File: src/rtl/alu_arbiter.sv
// Round-robin arbiter sharing one ALU between two requesters: latches the winning op,
// holds it on the ALU through an issue cycle and a result cycle, then pulses the response.
//
// state | meaning
// IDLE  | no op in flight; accept allowed
// EXEC  | ALU captures op_a/op_b at the end of this cycle; no accept
// DONE  | ALU result/flags valid for op_ctrl; register response; accept allowed
module alu_arbiter (
  input  logic        clk,
  input  logic        reset,
  input  logic [1:0]  req_valid,
  output logic [1:0]  req_ready,
  input  logic [3:0]  req_ctrl0,
  input  logic [3:0]  req_ctrl1,
  input  logic [15:0] req_a0,
  input  logic [15:0] req_b0,
  input  logic [15:0] req_a1,
  input  logic [15:0] req_b1,
  output logic        alu_resetn,
  output logic [3:0]  alu_ctrl,
  output logic [15:0] alu_a,
  output logic [15:0] alu_b,
  input  logic [15:0] alu_y,
  input  logic        alu_c,
  input  logic        alu_z,
  input  logic        alu_n,
  input  logic        alu_v,
  input  logic        alu_s,
  output logic        rsp_valid,
  output logic        rsp_id,
  output logic [15:0] rsp_y,
  output logic [4:0]  rsp_flags,
  output logic        busy
);

  typedef enum logic [1:0] {
    IDLE = 2'd0,
    EXEC = 2'd1,
    DONE = 2'd2
  } state_t;

  state_t      state;
  state_t      state_nxt;
  logic        last;
  logic        grant;
  logic        window;
  logic        accept;
  logic [3:0]  op_ctrl;
  logic [15:0] op_a;
  logic [15:0] op_b;
  logic        op_id;

  assign alu_resetn = ~reset;
  assign alu_ctrl   = op_ctrl;
  assign alu_a      = op_a;
  assign alu_b      = op_b;
  assign busy       = (state != IDLE);

  // on a tie the requester that did not win last time goes next
  always_comb begin
    grant = 1'b0;
    case (req_valid)
      2'b10:   grant = 1'b1;
      2'b11:   grant = ~last;
      default: grant = 1'b0;
    endcase
  end

  always_comb begin
    state_nxt = state;
    req_ready = 2'b00;
    window    = ((state == IDLE) || (state == DONE)) && !reset;
    if (window && req_valid[grant]) req_ready[grant] = 1'b1;
    accept = |req_ready;
    case (state)
      IDLE:    if (accept) state_nxt = EXEC;
      EXEC:    state_nxt = DONE;
      DONE:    state_nxt = accept ? EXEC : IDLE;
      default: state_nxt = IDLE;
    endcase
  end

  always_ff @(posedge clk) begin
    if (reset) begin
      state     <= IDLE;
      last      <= 1'b1;
      op_ctrl   <= 4'd0;
      op_a      <= 16'd0;
      op_b      <= 16'd0;
      op_id     <= 1'b0;
      rsp_valid <= 1'b0;
      rsp_id    <= 1'b0;
      rsp_y     <= 16'd0;
      rsp_flags <= 5'd0;
    end else begin
      state     <= state_nxt;
      rsp_valid <= (state == DONE);
      // op registers still hold the finishing op here, so alu_ctrl matches the flags
      if (state == DONE) begin
        rsp_id    <= op_id;
        rsp_y     <= alu_y;
        rsp_flags <= {alu_c, alu_z, alu_n, alu_v, alu_s};
      end
      if (accept) begin
        last    <= grant;
        op_id   <= grant;
        op_ctrl <= grant ? req_ctrl1 : req_ctrl0;
        op_a    <= grant ? req_a1 : req_a0;
        op_b    <= grant ? req_b1 : req_b0;
      end
    end
  end

endmodule

File: config.mk
export PLATFORM = sky130hd
export DESIGN_NAME = alu_arbiter
export DESIGN_NICKNAME = d
export VERILOG_FILES = /design/src/rtl/alu_arbiter.sv
export SDC_FILE = /design/constraint.sdc
export NUM_CORES = 1
export LEC_CHECK = 0
export ABC_AREA = 1
export BUFFER_PORTS_ARGS = -buffer_cell sky130_fd_sc_hd__buf_2
export CORE_AREA = 2 2 116 62
export DETAILED_ROUTE_END_ITERATION = 16
export DIE_AREA = 0 0 118 64
export GPL_TIMING_DRIVEN = 1
export PLACE_DENSITY = 0.77
export SYNTH_ARGS = -nofsm -noshare
export SYNTH_HDL_FRONTEND = slang
export SYNTH_SLANG_ARGS = --single-unit
File: constraint.sdc
create_clock -name clk -period 1.6 [get_ports clk]
set_clock_uncertainty 0.1 [all_clocks]
set_input_delay 0.08 -clock clk [delete_from_list [all_inputs] [get_ports clk]]
set_output_delay 0.08 -clock clk [all_outputs]
set_load 0.01 [all_outputs]
==> results.md <==
- Clock slew seen by the registers of the worst setup and hold paths: 0.05 ns
- Total routed wirelength: 8945 microns
- Largest net degree at the start of global routing: 38
- Io pins: 160
- Arrival time worst endpoint: 1.28 ns
- Met2 Wirelength: 4128 microns
- R2R cell count: 6
- Clock Tree Root: clkbuf_16
- #FFs+latches synth: 63
- Syn Std Cell Area: 2704 sq um
- Crit Path Class: flip-flop to output port
- Clock latency on the worst-skew pair: 0.32 ns
- Initial DRC count: 214
- Final ANT Viol Nets: 0
- Maximum clock rate: 684.1 MHz
- Min-Delay Startpoint: req_b0[11]
- FF-to-FF End: alu_b[13]
- Number of global-route vias before repair: 3,037
- Drt wl/cell: 13.15 microns
- Net count, final: 680
- HP Class: primary input to flip-flop
- Dominant cells by area after synthesis: dfxtp_1 (47%), nand2_1 (21%), nand3_1 (7.0%), a21oi_1 (6.7%), nor2_1 (6.5%)
- DRC Markers: 0
- First-pass GRT wire length: 14,030 microns
- Syn avg cell area: 6.880 sq um
- Die width: 118 microns
- Layout cell share with drive strength beyond 1: 32.65%
- Antenna violations before repair: 0
- Hold depth: 5
- Initial Utilization: 41.66%
- Multi-input gate area: 1277 sq um
- Ys Warns: 0
- CTS tree: built
- Netlist cell types: 17
- Fillers: 569
- Setup TNS: 0 ns
- Synth async-reset ratio: 0%
- Vias/cell: 4.762
- Pleak: 2.248 nW
- CP endpoint kind: output port
- Peak supply drop: 0.6018 mV
- Period minus WS final: 1.462 ns
- RR Startpoint: last
- Critical Path Start Type: flip-flop
- Hold EP: alu_b[11]
- Period utilization: 91.36%
- Final setup vio count: 0
- Critical path peak fanout: 18
- CTS Buf Count: 9
- Commonest cells post-synth: nand2_1 (148), dfxtp_1 (63), nor2_1 (47), nand3_1 (38), a21oi_1 (36)
- Post-DP HPWL: 5855 microns
- Wl on met1: 3891 microns
- Status: completed
- Share of the synthesized area in the top cell type: 46.65%
- GR Overflow Total: 0
- Maximum clock insertion buffer count: 2
- Core Region: 6490 sq um
- Routed vias: 3,238
- Die area: 7552 sq um
- Mapped Nets: 490
- Seq/Total Area, Yosys: 46.65%
- Final-report max-slew violation count: 0
- Post-synth EDFFs: 0
- Reg area: 1261 sq um
- Site Rows: 21
- Worst Setup SP: state[0]
- Die Ht: 64 microns
- Area growth syn-to-layout: 57.38%
- Hold slack: 0.006892 ns
- RSZ-0062 raised after global routing: no
- Most common cell in the netlist: nand2_1
- R2R Setup Slk: 0.16 ns
- I/O Buffers: 159
- Tot GR Track Use: 23.39%
- Top Metal Used: met4
- Htree depth: 3
- Max-slew headroom: 51.10%
- Endpoints failing hold: 0
- Clock sinks: 63
- Top_reg_cell synth: dfxtp_1
- Slew @ Worst Pin: 0.7327 ns
- Cell count after synthesis: 393
- Routability Congestion: 0.8939
- Diode count: 0
- First-pass DRT Iterations: 4
- Cell taking the most area after synthesis: dfxtp_1
- PD cells: 1095 nW/um^2
- Max-cap violations: 0
- Routed wl met3: 770 microns
- CP Data Required Time: 1.42 ns
==> worst max path at each step <==
stage | to | slack [ns]
2_1_floorplan | rsp_flags[0] | 0.46
3_3_place_gp | alu_a[10] | 0.26
3_5_place_dp | alu_ctrl[1] | 0.19
4_1_cts | req_ready[1] | 0.05
5_1_grt | rsp_y[9] | 0.02
6_report | req_ready[0] | 0.14
==> flip-flops by register name, summed over array words and instances (netlist names) <==
name	cells
rsp_flags	5
alu_ctrl	4
rsp_id	1
last	1
op_id	1
alu_b	16
alu_a	16
state	2
rsp_valid	1
rsp_y	16
==> critical path: stages, from the launching register on <==
cell and delay (ns):
dfxtp_1 0.33, nor2_2 0.18, o21ai_4 0.17, nor2_1 0.14, buf_2 0.14
==> power breakdown <==
group / leakage, nW / internal (W) / total (W) / switching (W)
Clock: 0.168 / 0.00156 / 0.00222 / 0.000662
Sequential: 0.515 / 0.00167 / 0.00172 / 0.0000509
Combinational: 1.57 / 0.000328 / 0.000726 / 0.000399
Total: 2.25 / 0.00355 / 0.00466 / 0.00111
==> placed cells by master (no fill, tap or decap), types with 6 or more instances in the layout <==
cell type | netlist | layout
a21oi_1 | 36 | 36
buf_2 | 10 | 159
buf_4 | 6 | 11
clkbuf_16 | 0 | 9
dfxtp_1 | 63 | 63
dlygate4sd3_1 | 0 | 35
inv_1 | 6 | 6
nand2_1 | 148 | 148
nand3_1 | 38 | 38
nor2_1 | 47 | 47
o21ai_0 | 22 | 22
==> cell type report <==
type	count	share of cell area, %
clock buffers	10	5.616
well taps	92	2.705
clock inverters	6	2.529
inverters	7	0.6175
flip-flops and latches	63	29.64
repair buffers	205	28.87
multi-input cells	297	30.02
==> layer usage <==
| layer | global-route usage, % | vias to the layer above |
|---|---|---|
| li1 | - | 1637 |
| met1 | 27.64 | 1446 |
| met2 | 39.03 | 140 |
| met3 | 8.125 | 15 |
| met4 | 10.09 | 0 |
| met5 | 0 | - |
==> per-stage QoR <==
step	utilization, %	worst slack [ns]	std cells	total power, W	cell area, sq um
2_1_floorplan	-	0.4598	393	0.002110	2704
3_3_place_gp	54.29	0.2621	626	0.002367	3523
5_1_grt	65.57	0.01692	680	0.004879	4255
6_report	65.57	0.1383	680	0.004661	4255
3_5_place_dp	54.29	0.1937	626	0.002384	3523
4_1_cts	65.16	0.04999	677	0.004681	4229
==> kinds of logic (layout without fill, tap and decap cells) <==
family | Yosys count | after routing | share of synthesized area (%)
flip-flops | 63 | 63 | 46.65
AND/OR/NAND/NOR | 237 | 238 | 35.17
buffers and inverters | 34 | 228 | 7.126
AO/OA/AOI/OAI | 59 | 59 | 11.06
==> what timing repair did <==
| item | in CTS | in global routing |
|---|---|---|
| hold endpoints to repair | 35 | 0 |
| cloned | 0 | 1 |
| hold buffers | 35 | 0 |
| pin swaps | 0 | 1 |
| gates resized for setup | 1 | 0 |
| endpoints found under the setup margin | 2 | 2 |
| setup buffers | 0 | 2 |
No activity file was read; power rests on OpenSTA's default activity.
